## config.mk

```make
export PLATFORM = sky130hd
export DESIGN_NAME = add_result_accumulator_flat
export DESIGN_NICKNAME = d
export VERILOG_FILES = /design/src/rtl/add_result_accumulator_if.sv /design/src/rtl/add_result_accumulator.sv /design/src/flat_wrapper.sv
export SDC_FILE = /design/constraint.sdc
export NUM_CORES = 1
export LEC_CHECK = 0
export CAP_MARGIN = 20
export CORE_UTILIZATION = 35
export CTS_CLUSTER_DIAMETER = 200
export CTS_CLUSTER_SIZE = 25
export DETAILED_ROUTE_END_ITERATION = 6
export PLACE_DENSITY = 0.63
export RECOVER_POWER = 100
export SYNTH_ARGS = -nofsm -noshare
export SYNTH_HDL_FRONTEND = slang
export SYNTH_SLANG_ARGS = --single-unit
```

## constraint.sdc

```tcl
create_clock -name i_clk -period 2 [get_ports i_clk]
set_clock_uncertainty 0.1 [all_clocks]
set_input_delay 0.4 -clock i_clk [delete_from_list [all_inputs] [get_ports i_clk]]
set_output_delay 0.4 -clock i_clk [all_outputs]
set_load 0.1 [all_outputs]
```

## src/rtl/add_result_accumulator_if.sv

```systemverilog
// Handshake bundle between the adder result source, the accumulator
// and the frame-total consumer.
interface add_result_accumulator_if #(
   parameter int WIDTH     = 8,
   parameter int ACC_WIDTH = 10
);
   logic [WIDTH:0]     i_result;
   logic               i_valid;
   logic               o_ready;
   logic [ACC_WIDTH-1:0] o_sum;
   logic               o_sum_valid;
   logic               i_sum_ready;
   logic               o_overflow;

   modport master (
      output i_result, i_valid, i_sum_ready,
      input  o_ready, o_sum, o_sum_valid, o_overflow
   );

   modport slave (
      input  i_result, i_valid, i_sum_ready,
      output o_ready, o_sum, o_sum_valid, o_overflow
   );
endinterface

```

## src/rtl/add_result_accumulator.sv

```systemverilog
// Sums COUNT adder results per frame and holds the total until the
// downstream consumer takes it; flags accumulator wrap per frame.
module add_result_accumulator #(
   parameter int WIDTH     = 8,
   parameter int COUNT     = 4,
   parameter int ACC_WIDTH = 10
) (
   input  logic                   i_clk,
   input  logic                   i_rst,
   add_result_accumulator_if.slave bus
);
   localparam int CW = (COUNT > 1) ? $clog2(COUNT) : 1;

   typedef enum logic {ACCUM, HOLD} state_t;

   state_t               state_q;
   logic [ACC_WIDTH-1:0] acc_q;
   logic [ACC_WIDTH-1:0] acc_d;
   logic [CW-1:0]        cnt_q;
   logic                 wrap_q;
   logic                 carry_d;
   logic [ACC_WIDTH-1:0] sum_q;
   logic                 sum_valid_q;
   logic                 ovf_q;

   // Extra top bit captures the carry out of the accumulator.
   always_comb begin
      {carry_d, acc_d} = {1'b0, acc_q} + {1'b0, ACC_WIDTH'(bus.i_result)};
   end

   always_ff @(posedge i_clk) begin
      if (i_rst) begin
         state_q     <= ACCUM;
         acc_q       <= '0;
         cnt_q       <= '0;
         wrap_q      <= 1'b0;
         sum_q       <= '0;
         sum_valid_q <= 1'b0;
         ovf_q       <= 1'b0;
      end else begin
         unique case (state_q)
            ACCUM: begin
               if (bus.i_valid) begin
                  acc_q  <= acc_d;
                  cnt_q  <= cnt_q + 1'b1;
                  wrap_q <= wrap_q | carry_d;
                  if (cnt_q == CW'(COUNT - 1)) begin
                     sum_q       <= acc_d;
                     ovf_q       <= wrap_q | carry_d;
                     sum_valid_q <= 1'b1;
                     state_q     <= HOLD;
                  end
               end
            end
            HOLD: begin
               if (bus.i_sum_ready) begin
                  sum_valid_q <= 1'b0;
                  ovf_q       <= 1'b0;
                  acc_q       <= '0;
                  cnt_q       <= '0;
                  wrap_q      <= 1'b0;
                  state_q     <= ACCUM;
               end
            end
            default: state_q <= ACCUM;
         endcase
      end
   end

   assign bus.o_ready     = (state_q == ACCUM) && !i_rst;
   assign bus.o_sum       = sum_q;
   assign bus.o_sum_valid = sum_valid_q;
   assign bus.o_overflow  = ovf_q;
endmodule

```

## src/flat_wrapper.sv

```systemverilog
// flat-port wrapper written by rule: the top's interface ports become plain ports
module add_result_accumulator_flat 
#(
   parameter int WIDTH     = 8,
   parameter int COUNT     = 4,
   parameter int ACC_WIDTH = 10
)
  (i_clk, i_rst, bus_i_result, bus_i_valid, bus_i_sum_ready, bus_o_ready, bus_o_sum, bus_o_sum_valid, bus_o_overflow);
  add_result_accumulator_if #(.WIDTH(WIDTH), .ACC_WIDTH(ACC_WIDTH)) bus_i ();
  input  logic i_clk;
  input  logic i_rst;
  input wire logic [$bits(bus_i.i_result)-1:0] bus_i_result;
  input wire logic [$bits(bus_i.i_valid)-1:0] bus_i_valid;
  input wire logic [$bits(bus_i.i_sum_ready)-1:0] bus_i_sum_ready;
  output wire logic [$bits(bus_i.o_ready)-1:0] bus_o_ready;
  output wire logic [$bits(bus_i.o_sum)-1:0] bus_o_sum;
  output wire logic [$bits(bus_i.o_sum_valid)-1:0] bus_o_sum_valid;
  output wire logic [$bits(bus_i.o_overflow)-1:0] bus_o_overflow;
  assign bus_i.i_result = bus_i_result;
  assign bus_i.i_valid = bus_i_valid;
  assign bus_i.i_sum_ready = bus_i_sum_ready;
  assign bus_o_ready = bus_i.o_ready;
  assign bus_o_sum = bus_i.o_sum;
  assign bus_o_sum_valid = bus_i.o_sum_valid;
  assign bus_o_overflow = bus_i.o_overflow;
  add_result_accumulator #(.WIDTH(WIDTH), .COUNT(COUNT), .ACC_WIDTH(ACC_WIDTH)) u_core (.i_clk(i_clk), .i_rst(i_rst), .bus(bus_i));
endmodule
```

=== After elaboration in Yosys (flattened, before gate mapping) ===
Index checks and enable logic that the tools add are counted.
W data, S select, Z words.

* Register bits: 26
* Input port bits: 13
* Output and inout bits: 13
* Word-level logic and storage cells: 39

* Add/sub/neg operators: 2
* Eq/ne operators: 4
* Muxes and demuxes: 19
* Bitwise gates (word level): 2
* Reduce and logical (&&, ||, !) cells: 5

{| class="wikitable"
|+ Operators with widths
! operator !! number
|-
| $mux W10 || 2
|-
| $pmux W10 S2 || 1
|-
| $add A10 B9 Y11 || 1
|-
| $mux W1 || 9
|-
| $pmux W1 S2 || 4
|-
| $reduce_and A3 Y1 || 2
|-
| $mux W2 || 2
|-
| $ne A2 B2 Y1 const B || 2
|-
| $pmux W2 S2 || 1
|-
| $add A2 B1 Y2 const B || 1
|-
| $eq A2 B2 Y1 const B || 1
|-
| $ne A2 B1 Y1 const B || 1
|-
| $reduce_and A2 Y1 || 1
|-
| $logic_and A1 B1 Y1 || 1
|-
| $logic_not A1 Y1 || 1
|-
| $not A1 Y1 || 1
|-
| $or A1 B1 Y1 || 1
|}

=== Longest topological paths before layout ===
Gate-level depths: netlist (run 1).

* Word-level depth: 5
* Depth in mapped cells: 8
* Gate-level depth less buffers: 8

=== Worst setup path before layout (run 1) ===
Ideal clock, no wire load.

* Path kind: input to output
* From: input i_rst
* To: output bus_o_ready
* Data arrival time: 2012 ps
* Path slack: -512 ps
* Cell stages on the path: 3
* Path buffers: 2
* Cell sequence: buf_2 -> buf_1 -> nor2_1

* Word-level cells in the longest chain between the ends: 2

{| class="wikitable"
|+ Ends and longest elaborated chain
! item !! line !! source
|-
| start: declaration || flat_wrapper.sv:11 || <nowiki>input logic i_rst;</nowiki>
|-
| $logic_not A1 Y1 || add_result_accumulator.sv:70 || <nowiki>assign bus.o_ready = (state_q == ACCUM) && !i_rst;</nowiki>
|-
| $logic_and A1 B1 Y1 || add_result_accumulator.sv:70 ||
|-
| end: declaration || flat_wrapper.sv:15 || <nowiki>output wire logic [$bits(bus_i.o_ready)-1:0] bus_o_ready;</nowiki>
|}

No other way between the ends.

=== Worst setup path in the final report (run 1) ===
* From: input bus_i_result[0]
* To: register u_core.sum_q[8], in the netlist u_core.bus.o_sum[8]

* Word-level cells in the longest chain between the ends: 1

{| class="wikitable"
|+ Ends and longest elaborated chain
! item !! line !! source
|-
| start: declaration || flat_wrapper.sv:12 || <nowiki>input wire logic [$bits(bus_i.i_result)-1:0] bus_i_result;</nowiki>
|-
| $add A10 B9 Y11 || add_result_accumulator.sv:28 || <nowiki>{carry_d, acc_d} = {1'b0, acc_q} + {1'b0, ACC_WIDTH'(bus.i_result)};</nowiki>
|-
| end signal: assignment || add_result_accumulator.sv:37 || <nowiki>sum_q <= '0;</nowiki>
|-
| end signal: assignment || add_result_accumulator.sv:48 || <nowiki>sum_q <= acc_d;</nowiki>
|-
| end: declaration || add_result_accumulator.sv:22 || <nowiki>logic [ACC_WIDTH-1:0] sum_q;</nowiki>
|}

No other way between the ends.
A chain may end at the register's enable or synchronous reset.

==> results.cfg, run 1 <==
[sta]
max_freq_mhz = 483
fin_crit_sh_pct = 104
finalSetupViolCount = 4
timing.final.ws_setup_ns = -0.0722
setup-tns-final_ns = -0.178
post-route-min-period_ns = 2.07
whs_ns = 0.370
tightest_slew_ns = 0.545
rsz0062_at_grt = true
hold_viol = 0
slew_headroom_pct = 63.8
finalMaxSlewViolations = 0

[die]
core_area_sq_um = 3970
dieHeight_um = 66.3
num_rows = 23
die_area_sq_um = 4390
initial_core_util_pct = 36.4
io_pins = 26
die_x_um = 66.3

[layout]
areaGrowthSynthToFinish_pct = 42.5
drive_gt1_share_pct = 32.1
fin_util_pct = 51.9
num-fill-cells = 384
diodes = 0
final_nets = 243

[worst_setup_path]
end_kind = register
path_max_fanout = 4
crit_type = input pin to register
cp.required_ns = 2.12
start_kind = input pin
r2r_slack_ns = -0.06
cp_data_arrival_time_ns = 2.19

[grt]
grt_pass1_wl_um = 6310
antenna_found_initial = 0
grt-ovfl-total = 0
grt_pass1_vias = 1393
use_met1_pct = 22.6
met3_usage_pct = 2.76
grtUsageMet2_pct = 35.1
busiest_layer = met2
grtUsageTotal_pct = 18.9
grt_max_degree = 29

[cts]
path_clk_slew_ns = 0.09
clock-sinks = 26
clk_path_buf_depth = 2
tritoncts = yes
ctsHoldBuffers = 0
cts_root_buffer = clkbuf_8
htreeDepth = 1
insertion_delay_ns = 0.27
numCtsBuffers = 3

[worst_hold_path]
hold_class = register to register

[drt]
num_vias = 1401
avgRoutedWirePerCell_um = 14.7
drt_iter0_markers = 54
first_pass_iters = 4
antenna_left = 0
vias_per_cell = 5.23
drc = 0
wirelength_um = 3930

[yosys]
synthArstFlopShare_pct = 0
synth_cell_types = 45
syn_area_sq_um = 1450
synthTopCellsByCount = dfxtp_1 (26), nand2_1 (20), nor2_1 (16)
ys_warn_count = 0
synth_most_common_cell = dfxtp_1
syn-num-nets = 188
synth_edf_count = 0
synth-seq-cells = 26
yosysSeqAreaShare_pct = 36.0
ys_dominant_reg_cell = dfxtp_1
syn_area_per_cell_sq_um = 8.82
yosys-top-cells-area = dfxtp_1 (36%), ha_1 (8.7%), nand2_1 (5.2%)
synth_top_area_share_pct = 36.0
syn_inst = 164
synth_largest_area_cell = dfxtp_1

[placement]
pre_cts_slack_ns = -0.645
post-dp-hpwl_um = 2900
gp_congestion = 0.848
io_buffers = 25

[outcome]
violations = setup timing
status = finished with violations

[power_and_ir_drop]
powerDensity_nw_per_um2 = 725
p_leak_nw = 0.898
peakVddDrop_mv = 0.334

[run]
drv_cap = 0
registers in the layout, indices dropped and copies added, names as in the netlist:
signal and cells:
u_core.acc_q 10, u_core.cnt_q 2, u_core.bus.o_sum_valid 1, u_core.bus.o_overflow 1, u_core.state_q 1, u_core.bus.o_sum 10
u_core.wrap_q 1
final timing paths:
check,to,from,cells after the start
setup / recovery,u_core.bus.o_sum[8],bus_i_result[0],9
hold / removal,u_core.bus.o_sum[3],u_core.bus.o_sum[3],2
hold reg to reg,u_core.bus.o_sum[3],u_core.bus.o_sum[3],2
setup reg to reg,u_core.bus.o_sum[8],u_core.acc_q[0],8
worst max-delay path, stage by stage:
cell and delay, ns:
clkdlybuf4s15_1 0.22, ha_4 0.15, inv_2 0.04, fa_2 0.38, nand2b_4 0.16, a211oi_4 0.25
o21ai_2 0.12, or4_1 0.40, nand3_1 0.08
metal layers:
layer / up-vias / share of wire, %
met2: 30 / 51
met3: 8 / 3.2
met5: - / 0
li1: 706 / -
met4: 0 / 1.4
met1: 657 / 44
final cells by class:
| class | count | area, sq um | area share (%) |
|---|---|---|---|
| tap | 50 | 62.6 | 3.04 |
| clock inverter | 1 | 30.0 | 1.46 |
| clock buffer | 3 | 41.3 | 2.00 |
| inverter | 4 | 15.0 | 0.729 |
| timing repair buffer | 59 | 444 | 21.6 |
| multi-input combinational | 125 | 946 | 45.9 |
| sequential | 26 | 522 | 25.3 |
what timing repair did:
action / in CTS / in global routing
endpoints found under the hold margin: 0 / 0
resized for setup: 13 / 8
pin swaps: 12 / 9
endpoints found under the setup margin: 11 / 9
setup buffers: 1 / 3
report_power, final:
group          leakage [nW]  switching, W  internal, W
clock network        0.0357      0.000169     0.000268
registers             0.212     0.0000272     0.000549
logic                 0.651      0.000247     0.000234
total                 0.898      0.000444      0.00105
through the flow:
stage / total power, W / cell area, sq um / instances
final: 0.00149 / 2060 / 268
after floorplan: 0.000844 / 1480 / 164
after global placement: 0.00102 / 2080 / 260
after global routing: 0.00158 / 2060 / 268
after CTS: 0.00149 / 2200 / 265
after detailed placement: 0.00102 / 2080 / 260
cells by family (layout without fill, tap and decap cells):
logic type | Yosys count | after routing | synth area share [%]
buffers and inverters | 13 | 67 | 6.14
adder cells (fa/ha/maj) | 11 | 11 | 10.0
AND/OR/NAND/NOR | 63 | 63 | 21.2
XOR/XNOR | 5 | 5 | 3.03
AO/OA/AOI/OAI | 45 | 45 | 22.9
multiplexers | 1 | 1 | 0.692
flip-flops | 26 | 26 | 36.0
cells in the final DEF, fill, tap and decap left out, types with 3 or more instances in the layout:
master and instances:
a22oi_1 6, a21oi_1 15, clkbuf_1 3, nand2_1 20, a21o_1 4, xor2_1 3, nor2_1 15, clkbuf_2 13
nand4_1 3, ha_1 5, dlygate4sd2_1 3, clkdlybuf4s50_1 6, clkbuf_8 3, ha_4 5, nand3_1 8, dfxtp_1 25
buf_4 29
(Power assumes the default switching activity.)
==> run 2, diff against run 1 <==
- TNS_END_PERCENT: default -> 10
==> results.cfg, run 2 (synthesis gave the netlist of run 1 again) <==
[outcome]
status = complete, no violations

[power_and_ir_drop]
p_leak_nw = 0.850
power_w = 0.00130
powerDensity_nw_per_um2 = 665
peakVddDrop_mv = 0.327

[worst_setup_path]
end_kind = register
critical_path.max_stage_delay_ns = 0.40
cpLargestDelayFamily = simple AND/OR/NAND/NOR gates
path_cells = ha_4 -> inv_2 -> fa_2 -> nand2b_4 -> a211oi_4 -> o21ai_2 -> or4_1 -> nand3_1
cp.required_ns = 2.11
cp_data_arrival_time_ns = 2.10
r2r_slack_ns = 0.01
path_max_fanout = 3
slowest_stage = or4_1
crit_type = register to register
start_kind = register
critical_path_buf_inv_count = 1

[layout]
fin_util_pct = 49.1
mostFrequentLayoutCell = dfxtp_1
final_cell_mix = dfxtp_1 (25), buf_4 (24), nand2_1 (20), nor2_1 (15)
drive_gt1_share_pct = 29.4
diodes = 0
areaGrowthSynthToFinish_pct = 34.7
fin_cells = 264
final_nets = 240
num-fill-cells = 390

[drt]
vias_per_cell = 5.25
drc = 0
drt_iter0_markers = 51
num_vias = 1387
wirelength_um = 3690
antenna_left = 0
first_pass_iters = 4
avgRoutedWirePerCell_um = 14.0

[grt]
grt_max_degree = 28
grt_pass1_wl_um = 6220
antenna_found_initial = 0
grt-ovfl-total = 0
grt_pass1_vias = 1381
grtUsageTotal_pct = 18.6

[cts]
cts_root_buffer = clkbuf_8
clock-sinks = 26
numCtsBuffers = 3
ctsHoldBuffers = 0
clk_path_buf_depth = 2
htreeDepth = 1
insertion_delay_ns = 0.27
path_clk_slew_ns = 0.09
tritoncts = yes

[sta]
post-route-min-period_ns = 1.99
hold_viol = 0
fin_crit_sh_pct = 99.4
rsz0062_at_grt = true
max_freq_mhz = 503
whs_ns = 0.363
finalSetupViolCount = 0
slew_headroom_pct = 63.3
finalMaxSlewViolations = 0
tightest_slew_ns = 0.553

[die]
core_area_sq_um = 3970
dieHeight_um = 66.3
die_x_um = 66.3
io_pins = 26
num_rows = 23
initial_core_util_pct = 36.4
die_area_sq_um = 4390

[placement]
dp.cells = 259
io_buffers = 25
post-dp-hpwl_um = 2840
gp_congestion = 0.819

[worst_hold_path]
hold_class = register to register

[run]
drv_cap = 0
run 2: changes by cell type in the layout (fill, tap and decap cells not counted), moves of 2 or more:
cell	previous run	this run
a31oi_1	1	3
buf_4	29	24
clkdlybuf4s15_1	2	0
ha_1	5	7
ha_4	5	2
run 2: final cells by class:
| type | instances | area [sq um] | area share, % |
|---|---|---|---|
| flip-flops and latches | 26 | 522 | 26.8 |
| multi-input cells | 125 | 893 | 45.9 |
| clock buffers | 3 | 41.3 | 2.12 |
| well taps | 50 | 62.6 | 3.21 |
| repair buffers | 56 | 414 | 21.3 |
| inverters | 4 | 15.0 | 0.771 |
run 2: final timing paths:
check                                    startpoint                  end  cells past startpoint
worst max register to register      u_core.acc_q[0]      u_core.acc_q[8]                      8
worst max-delay path                u_core.acc_q[0]      u_core.acc_q[8]                      8
worst min register to register  u_core.bus.o_sum[5]  u_core.bus.o_sum[5]                      2
worst min-delay path            u_core.bus.o_sum[5]  u_core.bus.o_sum[5]                      2
run 2: metrics by stage:
step / setup slack (ns) / instance area, sq um / setup TNS (ns)
final: 0.0116 / 1950 / 0
after global routing: -0.0686 / 1950 / -0.205
after CTS: -0.0168 / 2140 / -0.0200
after detailed placement: -0.666 / 2080 / -6.98
after global placement: -0.611 / 2080 / -6.39
after floorplan: -0.0519 / 1480 / -0.150
run 2: per-layer routing:
layer	track usage (%)	routed length (um)	share of wire (%)	up-vias
met4	9.04	103	2.8	0
met3	3.45	187	5.1	11
met1	22.3	1620	44	642
met2	31.6	1770	48	41
met5	0	0	0	-
li1	-	-	-	693
run 2: repair_timing:
item,CTS,global route
resized for setup,10,3
pin swaps,11,0
buffers inserted,2,0
endpoints found under the setup margin,11,5
run 2: power by group:
part	switching, W	internal [W]
registers	0.0000243	0.000549
logic	0.000228	0.000203
clock network	0.000157	0.000135
run 2: worst min-delay path, stage by stage (launching register included):
cell and delay [ns]:
dfxtp_1 0.32, nand2_1 0.05, a21oi_1 0.05
==> run 3, diff against run 2 <==
- CELL_PAD_IN_SITES_DETAIL_PLACEMENT: default -> 2
- CELL_PAD_IN_SITES_GLOBAL_PLACEMENT: default -> 2
- CORE_UTILIZATION: 35 -> 28
- PLACE_DENSITY: 0.63 -> 0.79
==> results.cfg, run 3 (synthesis gave the netlist of run 1 again) <==
[cts]
tritoncts = yes
insertion_delay_ns = 0.28
ctsHoldBuffers = 0
htreeDepth = 1
cts_root_buffer = clkbuf_8
clk_path_buf_depth = 2
clock-sinks = 26
numCtsBuffers = 3
path_clk_slew_ns = 0.10

[worst_setup_path]
end_kind = register
endpoint = u_core.wrap_q
crit_start = bus_i_result[0]
path_cells = clkdlybuf4s15_1 -> ha_4 -> inv_2 -> fa_2 -> nand2b_4 -> a211oi_4 -> buf_4 -> o211ai_1 -> a211o_1 -> a21oi_2
r2r_end = u_core.wrap_q
critical_path.max_stage_delay_ns = 0.34
start_kind = input pin
slowest_stage = fa_2
cp.required_ns = 2.12
r2r_slack_ns = -0.15
path_max_fanout = 2
reg2reg_depth = 9
critical_path_buf_inv_count = 3
crit_type = input pin to register
cp_data_arrival_time_ns = 2.27
cpLargestDelayFamily = compound AO/OA/AOI/OAI gates
r2r_start = u_core.acc_q[0]
path_depth = 10

[die]
die_x_um = 73.9
core_area_sq_um = 4850
dieHeight_um = 73.9
initial_core_util_pct = 29.8
num_rows = 25
io_pins = 26
die_area_sq_um = 5460

[placement]
io_buffers = 25
post-dp-hpwl_um = 4110
gp_congestion = 0.823

[layout]
areaGrowthSynthToFinish_pct = 43.4
mostFrequentLayoutCell = buf_4
diodes = 0
num-fill-cells = 554
drive_gt1_share_pct = 33.0
final_cell_mix = buf_4 (32), dfxtp_1 (24), nand2_1 (20), nor2_1 (14), a21oi_1 (14)
final_nets = 243

[worst_hold_path]
hold_class = register to register

[drt]
drt_iter0_markers = 40
antenna_left = 0
wirelength_um = 5690
drc = 0
first_pass_iters = 4
num_vias = 1502
avgRoutedWirePerCell_um = 20.0
vias_per_cell = 5.27

[sta]
rsz0062_at_grt = true
fin_crit_sh_pct = 108
slew_headroom_pct = 62.9
hold_viol = 0
setup-tns-final_ns = -0.433
tightest_slew_ns = 0.558
timing.final.ws_setup_ns = -0.155
post-route-min-period_ns = 2.15
finalMaxSlewViolations = 0
finalSetupViolCount = 9
max_freq_mhz = 464

[power_and_ir_drop]
power_w = 0.00153
swShare_pct = 31.8
p_clk_share_pct = 30.0
powerDensity_nw_per_um2 = 737
peakVddDrop_mv = 0.293
pwr-share-seq_pct = 37.9
intPower_w = 0.00104
p_leak_nw = 0.906
power.switching_w = 0.000487
p_comb_share_pct = 32.1

[grt]
grt_pass1_vias = 1725
grtUsageTotal_pct = 22.3
grt_pass1_wl_um = 8920
grt_max_degree = 16
antenna_found_initial = 0
grt-ovfl-total = 0

[outcome]
violations = setup timing
status = finished with violations

[run]
drv_cap = 0
## run 3: cell types whose count changed in the layout (fill, tap and decap cells not counted), sizes merged
cell | previous run | this run
buf | 27 | 33
clkbuf | 20 | 17
dlygate4sd2 | 4 | 2
bufinv | 0 | 1
clkdlybuf4s50 | 6 | 7
dlymetal6s2s | 0 | 1
## run 3: worst register-to-register path, cell delays in order, from the launching register on
cell,delay (ns)
dfxtp_2,0.36
ha_4,0.13
inv_2,0.04
fa_2,0.34
nand2b_4,0.16
a211oi_4,0.24
buf_4,0.16
o211ai_1,0.12
a211o_1,0.31
a21oi_2,0.14
## run 3: area by class of cell
class	instances	area [sq um]	area share (%)
timing repair buffer	59	455	22.0
clock inverter	1	30.0	1.45
inverter	4	15.0	0.724
clock buffer	3	41.3	1.99
tap	67	83.8	4.04
multi-input combinational	125	926	44.6
sequential	26	523	25.2
## run 3: through the flow
stage	hold WS (ns)	area (sq um)	setup slack [ns]	instances	utilization, %
after floorplan	0.340	1480	-0.0519	164	-
after global placement	0.352	2110	-0.647	278	43.6
after detailed placement	0.381	2110	-0.730	278	43.6
after CTS	0.402	2220	-0.170	285	45.9
after global routing	0.405	2070	-0.206	285	42.8
final	0.373	2070	-0.155	285	42.8
## run 3: what timing repair did
item,4_1_cts,5_1_grt
endpoints found under the hold margin,0,0
cloned,0,0
endpoints found under the setup margin,13,11
gates resized for setup,10,7
pin swaps,6,4
buffers inserted,3,0
## run 3: worst min-delay path by stage
stage | cells past startpoint | startpoint | end | slack [ns]
3_5_place_dp | 2 | u_core.wrap_q | u_core.wrap_q | 0.38
5_1_grt | 2 | u_core.bus.o_sum[0] | u_core.bus.o_sum[0] | 0.41
2_1_floorplan | 2 | u_core.wrap_q | u_core.wrap_q | 0.34
3_3_place_gp | 2 | u_core.wrap_q | u_core.wrap_q | 0.35
4_1_cts | 2 | u_core.wrap_q | u_core.wrap_q | 0.40
6_report | 2 | u_core.bus.o_sum[0] | u_core.bus.o_sum[0] | 0.37
## run 3: power groups by stage
stage	logic [W]	clock network, W	registers, W
after detailed placement	0.000464	0	0.000586
after global placement	0.000435	0	0.000582
final	0.000491	0.000458	0.000579
after floorplan	0.000249	0	0.000595
after global routing	0.000530	0.000496	0.000584
after CTS	0.000484	0.000472	0.000576
## run 3: layer usage
metal,share of wire (%),track usage (%),routed length (um),up-vias
met5,0,0,0,-
met2,55,42.9,3150,32
met1,40,24.4,2270,754
li1,-,-,-,706
met3,3.0,3.98,173,10
met4,1.7,6.62,98,0
